==> config.mk <==
export PLATFORM = sky130hd
export DESIGN_NAME = uart_tx_scheduler_flat
export DESIGN_NICKNAME = d
export VERILOG_FILES = /design/src/rtl/uart_tx_scheduler_if.sv /design/src/rtl/uart_tx_scheduler.sv /design/src/flat_wrapper.sv
export SDC_FILE = /design/constraint.sdc
export NUM_CORES = 1
export LEC_CHECK = 0
export ABC_AREA = 0
export BUFFER_PORTS_ARGS = -buffer_cell sky130_fd_sc_hd__buf_4
export CORE_ASPECT_RATIO = 0.5
export CORE_MARGIN = 8
export CORE_UTILIZATION = 44
export CTS_CLUSTER_DIAMETER = 30
export DETAILED_ROUTE_END_ITERATION = 10
export PLACE_DENSITY = 0.78
export SYNTH_ARGS = -nofsm -noshare
export SYNTH_HDL_FRONTEND = slang
export SYNTH_SLANG_ARGS = --single-unit
==> constraint.sdc <==
create_clock -name clk -period 1.5 [get_ports clk]
set_input_delay 0.15 -clock clk [delete_from_list [all_inputs] [get_ports clk]]
set_output_delay 0.15 -clock clk [all_outputs]
set_load 0.01 [all_outputs]
==> src/rtl/uart_tx_scheduler_if.sv <==
// Requester-side bus of the UART transmit scheduler.
// master = requester fabric, slave = scheduler.
interface uart_tx_scheduler_if #(
  parameter int unsigned NREQ = 4
);
  logic [NREQ-1:0]   req;
  logic [NREQ*8-1:0] req_data;
  logic [NREQ-1:0]   grant;
  logic [NREQ-1:0]   ack;
  logic [NREQ-1:0]   err;

  modport master (output req, output req_data, input grant, input ack, input err);
  modport slave  (input req, input req_data, output grant, output ack, output err);
endinterface

==> src/rtl/uart_tx_scheduler.sv <==
// Round-robin scheduler sharing one UART transmitter between NREQ requesters.
// The winner's byte and the frame config are latched at grant and held until the response.
// Optional feature macro: UART_TX_SCHED_TIMEOUT_EN adds a WAIT_DONE timeout that answers with err.
module uart_tx_scheduler #(
  parameter int unsigned NREQ           = 4,
  parameter int unsigned HOLD_CYCLES    = 10432,
  parameter int unsigned TIMEOUT_CYCLES = 400000
) (
  input  logic                clk,
  input  logic                rst,
  uart_tx_scheduler_if.slave  rq,
  input  logic [16:0]         cfg_baud,
  input  logic [3:0]          cfg_length,
  input  logic                cfg_parity_en,
  input  logic                cfg_parity_type,
  input  logic                cfg_stop2,
  output logic                busy,
  output logic                uart_tx_start,
  output logic [7:0]          uart_tx_data,
  output logic [16:0]         uart_baud,
  output logic [3:0]          uart_length,
  output logic                uart_parity_en,
  output logic                uart_parity_type,
  output logic                uart_stop2,
  input  logic                uart_tx_done
);

  localparam int unsigned PTR_W  = $clog2(NREQ);
  localparam int unsigned HOLD_W = $clog2(HOLD_CYCLES + 1);

  if (NREQ < 2 || NREQ > 8 || HOLD_CYCLES < 1 || TIMEOUT_CYCLES < 1) begin : g_param_check
    $error("uart_tx_scheduler: parameter out of range");
  end

  typedef enum logic [2:0] {IDLE, GRANT, START, WAIT_DONE, RESP} state_e;

  state_e              state_q, state_d;
  logic [PTR_W-1:0]    rr_q, rr_d;
  logic [PTR_W-1:0]    owner_q, owner_d;
  logic [HOLD_W-1:0]   hold_q, hold_d;
  logic [NREQ-1:0]     grant_q, grant_d;
  logic [NREQ-1:0]     ack_q, ack_d;
  logic [NREQ-1:0]     err_q, err_d;
  logic                busy_d;
  logic                tx_start_d;
  logic                latch_c;
  logic [PTR_W-1:0]    win_c;
  logic [7:0]          byte_c;
  logic [2:0]          sync_q;
  logic                done_rise_c;
`ifdef UART_TX_SCHED_TIMEOUT_EN
  logic [31:0]         to_q, to_d;
`endif

  assign rq.grant = grant_q;
  assign rq.ack   = ack_q;
  assign rq.err   = err_q;

  function automatic logic [NREQ-1:0] onehot(input logic [PTR_W-1:0] idx);
    logic [NREQ-1:0] v;
    v      = '0;
    v[idx] = 1'b1;
    return v;
  endfunction

  // tx_done crosses from the tx_clk domain: two sync flops plus one edge-history flop
  always_ff @(posedge clk) begin
    if (rst) sync_q <= '0;
    else     sync_q <= {sync_q[1:0], uart_tx_done};
  end

  assign done_rise_c = sync_q[1] & ~sync_q[2];

  // First pending request at or above rr_ptr, wrapping; rr_ptr is the default when idle
  always_comb begin
    int unsigned idx;
    logic        found;
    idx   = 0;
    found = 1'b0;
    win_c = rr_q;
    for (int unsigned i = 0; i < NREQ; i++) begin
      idx = int'(rr_q) + i;
      if (idx >= NREQ) idx = idx - NREQ;
      if (!found && rq.req[PTR_W'(idx)]) begin
        found = 1'b1;
        win_c = PTR_W'(idx);
      end
    end
  end

  // Winner's byte out of the packed request data
  always_comb begin
    byte_c = '0;
    for (int unsigned i = 0; i < NREQ; i++) begin
      if (win_c == PTR_W'(i)) byte_c = rq.req_data[8*i +: 8];
    end
  end

  // Next-state and next-output logic
  always_comb begin
    state_d = state_q;
    rr_d    = rr_q;
    owner_d = owner_q;
    hold_d  = '0;
    ack_d   = '0;
    err_d   = '0;
    latch_c = 1'b0;
`ifdef UART_TX_SCHED_TIMEOUT_EN
    to_d    = '0;
`endif
    case (state_q)
      IDLE: begin
        if (|rq.req) begin
          state_d = GRANT;
          owner_d = win_c;
          latch_c = 1'b1;
        end
      end
      GRANT: state_d = START;
      START: begin
        if (hold_q == HOLD_W'(HOLD_CYCLES - 1)) state_d = WAIT_DONE;
        else                                     hold_d  = hold_q + HOLD_W'(1);
      end
      WAIT_DONE: begin
        if (done_rise_c) begin
          state_d = RESP;
          ack_d   = onehot(owner_q);
        end
`ifdef UART_TX_SCHED_TIMEOUT_EN
        else if (to_q == 32'(TIMEOUT_CYCLES - 1)) begin
          state_d = RESP;
          err_d   = onehot(owner_q);
        end else begin
          to_d = to_q + 32'd1;
        end
`endif
      end
      RESP: begin
        state_d = IDLE;
        rr_d    = (owner_q == PTR_W'(NREQ - 1)) ? '0 : owner_q + PTR_W'(1);
      end
      default: state_d = IDLE;
    endcase
    grant_d    = (state_d != IDLE) ? onehot(owner_d) : '0;
    busy_d     = (state_d != IDLE);
    tx_start_d = (state_d == START);
  end

  // State, counters and registered outputs; config and byte captured only on the grant edge
  always_ff @(posedge clk) begin
    if (rst) begin
      state_q          <= IDLE;
      rr_q             <= '0;
      owner_q          <= '0;
      hold_q           <= '0;
      grant_q          <= '0;
      ack_q            <= '0;
      err_q            <= '0;
      busy             <= 1'b0;
      uart_tx_start    <= 1'b0;
      uart_tx_data     <= '0;
      uart_baud        <= '0;
      uart_length      <= '0;
      uart_parity_en   <= 1'b0;
      uart_parity_type <= 1'b0;
      uart_stop2       <= 1'b0;
`ifdef UART_TX_SCHED_TIMEOUT_EN
      to_q             <= '0;
`endif
    end else begin
      state_q       <= state_d;
      rr_q          <= rr_d;
      owner_q       <= owner_d;
      hold_q        <= hold_d;
      grant_q       <= grant_d;
      ack_q         <= ack_d;
      err_q         <= err_d;
      busy          <= busy_d;
      uart_tx_start <= tx_start_d;
`ifdef UART_TX_SCHED_TIMEOUT_EN
      to_q          <= to_d;
`endif
      if (latch_c) begin
        uart_tx_data     <= byte_c;
        uart_baud        <= cfg_baud;
        uart_length      <= cfg_length;
        uart_parity_en   <= cfg_parity_en;
        uart_parity_type <= cfg_parity_type;
        uart_stop2       <= cfg_stop2;
      end
    end
  end

endmodule

==> src/flat_wrapper.sv <==
// flat-port wrapper written by rule: the top's interface ports become plain ports
module uart_tx_scheduler_flat 
#(
  parameter int unsigned NREQ           = 4,
  parameter int unsigned HOLD_CYCLES    = 10432,
  parameter int unsigned TIMEOUT_CYCLES = 400000
)
  (clk, rst, cfg_baud, cfg_length, cfg_parity_en, cfg_parity_type, cfg_stop2, busy, uart_tx_start, uart_tx_data, uart_baud, uart_length, uart_parity_en, uart_parity_type, uart_stop2, uart_tx_done, rq_req, rq_req_data, rq_grant, rq_ack, rq_err);
  uart_tx_scheduler_if #(.NREQ(NREQ)) rq_i ();
  input  logic clk;
  input  logic rst;
  input  logic [16:0] cfg_baud;
  input  logic [3:0] cfg_length;
  input  logic cfg_parity_en;
  input  logic cfg_parity_type;
  input  logic cfg_stop2;
  output logic busy;
  output logic uart_tx_start;
  output logic [7:0] uart_tx_data;
  output logic [16:0] uart_baud;
  output logic [3:0] uart_length;
  output logic uart_parity_en;
  output logic uart_parity_type;
  output logic uart_stop2;
  input  logic uart_tx_done;
  input wire logic [$bits(rq_i.req)-1:0] rq_req;
  input wire logic [$bits(rq_i.req_data)-1:0] rq_req_data;
  output wire logic [$bits(rq_i.grant)-1:0] rq_grant;
  output wire logic [$bits(rq_i.ack)-1:0] rq_ack;
  output wire logic [$bits(rq_i.err)-1:0] rq_err;
  assign rq_i.req = rq_req;
  assign rq_i.req_data = rq_req_data;
  assign rq_grant = rq_i.grant;
  assign rq_ack = rq_i.ack;
  assign rq_err = rq_i.err;
  uart_tx_scheduler #(.NREQ(NREQ), .HOLD_CYCLES(HOLD_CYCLES), .TIMEOUT_CYCLES(TIMEOUT_CYCLES)) u_core (.clk(clk), .rst(rst), .rq(rq_i), .cfg_baud(cfg_baud), .cfg_length(cfg_length), .cfg_parity_en(cfg_parity_en), .cfg_parity_type(cfg_parity_type), .cfg_stop2(cfg_stop2), .busy(busy), .uart_tx_start(uart_tx_start), .uart_tx_data(uart_tx_data), .uart_baud(uart_baud), .uart_length(uart_length), .uart_parity_en(uart_parity_en), .uart_parity_type(uart_parity_type), .uart_stop2(uart_stop2), .uart_tx_done(uart_tx_done));
endmodule
# Word-level counts from Yosys, hierarchy flattened
# Cells that the tools add are included.
dict set report totals {
  output_inout_bits 46
  in_bits 63
  elab_cells 103
  regBits 66
}
dict set report classes {
  reduce_logical 15
  n_bitwise 6
  muxes 36
  n_eq_ne 10
  n_lt_le_gt_ge 12
  add_sub_neg 9
}
# cell n
set ops {}
lappend ops {{$mux 8} 4}
lappend ops {{$mux 2} 11}
lappend ops {{$lt 2x3->1 const B} 6}
lappend ops {{$add 14x1->14 const B} 1}
lappend ops {{$eq 14x14->1 const B} 1}
lappend ops {{$pmux 3 s4} 1}
lappend ops {{$mux 1} 11}
lappend ops {{$eq 3x2->1 const B} 3}
lappend ops {{$ge 3x3->1 const B} 3}
lappend ops {{$mux 3} 3}
lappend ops {{$bmux 1 s2} 4}
lappend ops {{$sub 2x1->2 const B} 4}
lappend ops {{$add 2x2->3 const B} 2}
lappend ops {{$eq 2x2->1 const B} 3}
lappend ops {{$reduce_or 3->1} 2}
lappend ops {{$logic_and 1x1->1} 5}
lappend ops {{$not 1->1} 5}
lappend ops {{$demux 1 s2} 2}
lappend ops {{$ge 2x1->1 const B} 2}
lappend ops {{$reduce_or 4->1} 1}
lappend ops {{$add 2x1->3 const B} 1}
lappend ops {{$eq 3x1->1 const B} 1}
lappend ops {{$eq 3x3->1 const B} 1}
lappend ops {{$ge 2x3->1 const B} 1}
lappend ops {{other kinds (8)} 10}

# Logic depth before layout (Yosys ltp)
dict set report logic_depth {
  word_depth 20
  ltp_mapped 7
  ltp_nobuf 5
}

# Least setup slack after synthesis
# Ideal clock, no wire load.
dict set report synth_path {
  path_type {register to register}
  startpoint {register u_core.state_q[0]}
  endpoint {register u_core.uart_tx_data[7]}
  stages_incl_launch_ff 7
  setup_time_ps 136
  slack_ps -75
  t_arrival_ps 1439
  required_ps 1364
  n_path_buf 3
  synth_period_minus_slack_ps 1575
  cell_sequence {dfxtp_1 > or4_1 > buf_2 > buf_2 > buf_6 > nand3b_1 > o221ai_1}
}
dict set report synth_between {
  elab_chain_len 2
}
# item line
set synth_lines {}
lappend synth_lines {{from (decl)} uart_tx_scheduler.sv:37} ;# state_e state_q, state_d;
lappend synth_lines {{from (signal assigned)} uart_tx_scheduler.sv:171} ;# state_q <= state_d;
lappend synth_lines {{$logic_not 3->1} uart_tx_scheduler.sv:111} ;# case (state_q)
lappend synth_lines {{$mux 1} uart_tx_scheduler.sv:111}
lappend synth_lines {{to (signal assigned)} uart_tx_scheduler.sv:184} ;# uart_tx_data <= byte_c;
lappend synth_lines {{to (decl)} uart_tx_scheduler.sv:19} ;# output logic [7:0] uart_tx_data,
# No other way between the ends.
# A chain may end at the register's enable or synchronous reset.

# Worst setup path in the final report
dict set report layout_path {
  startpoint {register u_core.rr_q[1]}
  endpoint {register u_core.grant_q[0], in the netlist u_core.rq.grant[0]}
}
dict set report layout_between {
  elab_chain_len 20
  elab_cells_between_ends 43
  classes_between {add/sub: 7; order compare: 6; mux: 23; reduce/logical: 7}
}
# item line
set layout_lines {}
lappend layout_lines {{from (decl)} uart_tx_scheduler.sv:38} ;# logic [PTR_W-1:0] rr_q, rr_d;
lappend layout_lines {{from (signal assigned)} uart_tx_scheduler.sv:172} ;# rr_q <= rr_d;
lappend layout_lines {{parallel branches: the longest is 13 deep, another holds $add 2x1->3} n/a}
lappend layout_lines {{$mux 2 (*)} uart_tx_scheduler.sv:84} ;# if (!found && rq.req[PTR_W'(idx)]) begin
lappend layout_lines {{$mux 2 (*)} uart_tx_scheduler.sv:113} ;# if (|rq.req) begin
lappend layout_lines {{$mux 2 (*)} uart_tx_scheduler.sv:111}
lappend layout_lines {{$lt 2x3->1 (implied by the code) or $ge 2x1->1 (tied branches)} uart_tx_scheduler.sv:62} ;# v[idx] = 1'b1;
lappend layout_lines {{$logic_and 1x1->1 (implied by the code)} uart_tx_scheduler.sv:62}
lappend layout_lines {{$mux 1 (implied by the code)} uart_tx_scheduler.sv:62}
lappend layout_lines {{$demux 1 s2 (*)} n/a}
lappend layout_lines {{to (signal assigned)} uart_tx_scheduler.sv:175} ;# grant_q <= grant_d;
lappend layout_lines {{to (decl)} uart_tx_scheduler.sv:41} ;# logic [NREQ-1:0] grant_q, grant_d;
# Every way passes the cells marked *. The select of a mux whose other input is x is not followed.

==> summary.txt <==
Die ar. = 0.00928 mm^2
Clock Path Buffers = 2
worst-skew pair later-pin latency = 320 ps
Die Span X = 128 um
first-pass GRT wire length = 12600 um
FFs w/ async S/R, synth = 0
hpwl dp = 5830 um
clock skew = 5.26 ps
worst hold path class = input pin to register
most frequent cells in the layout = buf_4, dfxtp_1, nand2_1
Antenna diodes = 0
worst path cell trace = or3_4 > o2111ai_4 > nand2_4 > buf_6 > or3_4 > a21oi_2
Critical-path top delay cell = dfxtp_4
Max Slew Vio Count = 0
fin crit share = 1.08
RSZ-0062 raised after global routing = true
Root Driver = clkbuf_16
ys flop type = dfxtp_1
GRT Overall Usage = 0.171
Area growth syn-to-layout = 53.3%
Worst R2R Path Depth = 6
endpoints failing setup = 9
FF+latch area = 0.00133 mm^2
top cell type's share of synthesized area = 0.475
count of different cell masters after synthesis = 40
Routed WL per cell = 16.3 um
mapped cell area = 0.00278 mm^2
synthesized area per cell = 8.72 um^2
footprint of the multi-input gates = 0.00150 mm^2
Residual DRC = 0
Starting Density = 0.458
largest net degree at the start of global routing = 31
DR vias = 2757
flop-to-flop setup slack = -120 ps
Rows = 20
grt total ovfl = 0
Seq cells post-synth = 66
leak pwr = 1.83 nW
I/O Buffers = 104
status = finished with violations
PD cells = 1140 mW/mm^2
Hold Violations, Final = 0
Placer Congestion = 0.782
fin nets = 509
YS warnings = 0
setup ws final = -116 ps
ranking of synthesized cells by area = dfxtp_1, nand2_1, a21oi_1
Max VDD drop = 749 uV
max incr delay on CP = 360 ps
sequential-to-total area share from yosys stat = 0.475
CP Launch Type = register
Crit path required time = 1750 ps
violated checks = negative setup slack
fmax = 0.619 GHz
number of synthesized flops with an enable pin = 0
CP max FO = 4
fill cell count = 439
TritonCTS clock tree = built
H-Tree Depth = 3
drt pass-1 iters = 4
CTS sink count = 66
Worst Hold Depth = 2
Finished Layout Cells = 532
most common cell after layout, fill and taps aside = buf_4
Cells after Synth = 319
Max Cap Viol = 0
crit-path most repeated cell = or3_4
TritonCTS Buffers = 9
hold slack = 43.5 ps
Via density = 5.18
clock slew at reported path FFs = 50 ps
Initial DRC Count = 123
kind of end point of the critical path = register
ANT nets after route = 0
initial antenna violation count = 0
core area = 0.00608 mm^2
Placed Cells = 515
final core utilization = 0.701
Tot Pwr = 4.85 mW
dominant cell type by area after synthesis = dfxtp_1
CTS hold repair buffers = 0
vias in the first global route = 2652
final WL = 8650 um
critical path class = register to register
# IOs = 109
Worst Path Arrival = 1860 ps
Tmin final = 1620 ps
Die Ht = 72.2 um
proportion of layout cells with a drive suffix above 1 = 0.401
==> worst max-delay path, delay by kind of cell, from the launching register on <==
kind	cells	cell delay [ps]
and+or+nand+nor	3	800
DFF	1	360
buffers and inverters	1	140
AOI/OAI and AO/OA	2	240
==> per-stage QoR <==
step                setup slack (ps)  TNS [ps]  instance area, um^2
global route                    -154     -1060                 4270
global placement               -12.1     -77.8                 3770
floorplan                      -20.1      -153                 2810
detailed placement              -107      -829                 3770
CTS                            -68.7      -279                 4130
finish                          -116      -391                 4270
==> final timing paths <==
path,startpoint,end
hold reg to reg,u_core.sync_q[0]$_SDFF_PP0_,u_core.sync_q[1]$_SDFF_PP0_
hold / removal,uart_tx_done,u_core.sync_q[0]$_SDFF_PP0_
setup / recovery,u_core.rr_q[1]$_SDFFE_PP0N_,u_core.rq.grant[0]$_SDFF_PP0_
setup reg to reg,u_core.rr_q[1]$_SDFFE_PP0N_,u_core.rq.grant[0]$_SDFF_PP0_
==> cells in the mapped netlist (2+ instances only) <==
master / number
clkbuf_1: 6
buf_6: 2
buf_2: 9
or3_1: 3
nand2_1: 64
ha_1: 5
nand2b_1: 3
nor3_1: 4
nor2_1: 18
and3_1: 3
xnor2_1: 4
o221ai_1: 8
dfxtp_1: 66
a21oi_1: 35
and4_1: 2
nand3b_1: 9
xor2_1: 7
buf_4: 4
mux2i_1: 16
nand4_1: 3
o21ai_0: 2
nand3_1: 14
nor2b_1: 8
inv_1: 5
and2_1: 4
==> area by class of cell <==
type | instances | area share
flip-flops and latches | 66 | 0.312
clock buffers | 12 | 0.0625
multi-input cells | 229 | 0.352
repair buffers | 130 | 0.241
well taps | 88 | 0.0258
clock inverters | 2 | 0.00293
inverters | 5 | 0.00440
==> logic make-up (layout without fill, tap and decap cells) <==
| logic type | after synthesis | count (layout) | share of synthesized area |
|---|---|---|---|
| simple gates | 143 | 143 | 0.252 |
| xor+xnor | 11 | 11 | 0.0346 |
| buf+inv | 27 | 149 | 0.0517 |
| fa+ha+maj | 5 | 5 | 0.0225 |
| compound gates | 50 | 50 | 0.106 |
| mux | 16 | 16 | 0.0576 |
| flops | 66 | 66 | 0.475 |
| other cells | 1 | 4 | 0.00135 |
==> sequential cells by signal, summed over array words and instances (netlist names) <==
register                 flops
u_core.uart_baud            17
u_core.hold_q               14
u_core.uart_tx_data          8
u_core.rq.ack                4
u_core.rq.grant              4
u_core.uart_length           4
u_core.state_q               3
u_core.sync_q                3
u_core.owner_q               2
u_core.rr_q                  2
u_core.busy                  1
u_core.uart_parity_en        1
u_core.uart_parity_type      1
u_core.uart_stop2            1
u_core.uart_tx_start         1
==> where the power goes <==
part	total, mW	internal, mW	leakage (nW)	switching (mW)
Clock	1.91	1.23	0.137	0.686
Combinational	0.975	0.482	1.15	0.493
Sequential	1.96	1.89	0.542	0.0705
Total	4.85	3.60	1.83	1.25
==> routing by layer <==
layer | GRT usage | vias up | routed length (um)
li1 | - | 1328 | -
met1 | 0.174 | 1337 | 3340
met5 | 0 | - | 0
met3 | 0.0563 | 18 | 494
met4 | 0.0875 | 0 | 257
met2 | 0.313 | 74 | 4560
==> what timing repair did <==
| action | in CTS | in global routing |
|---|---|---|
| endpoints found under the setup margin | 15 | 28 |
| buffers inserted | 1 | 1 |
| gates resized for setup | 12 | 29 |
| cloned | 1 | 0 |
| pin swaps | 3 | 5 |
Power figures use the tool's default switching activity.
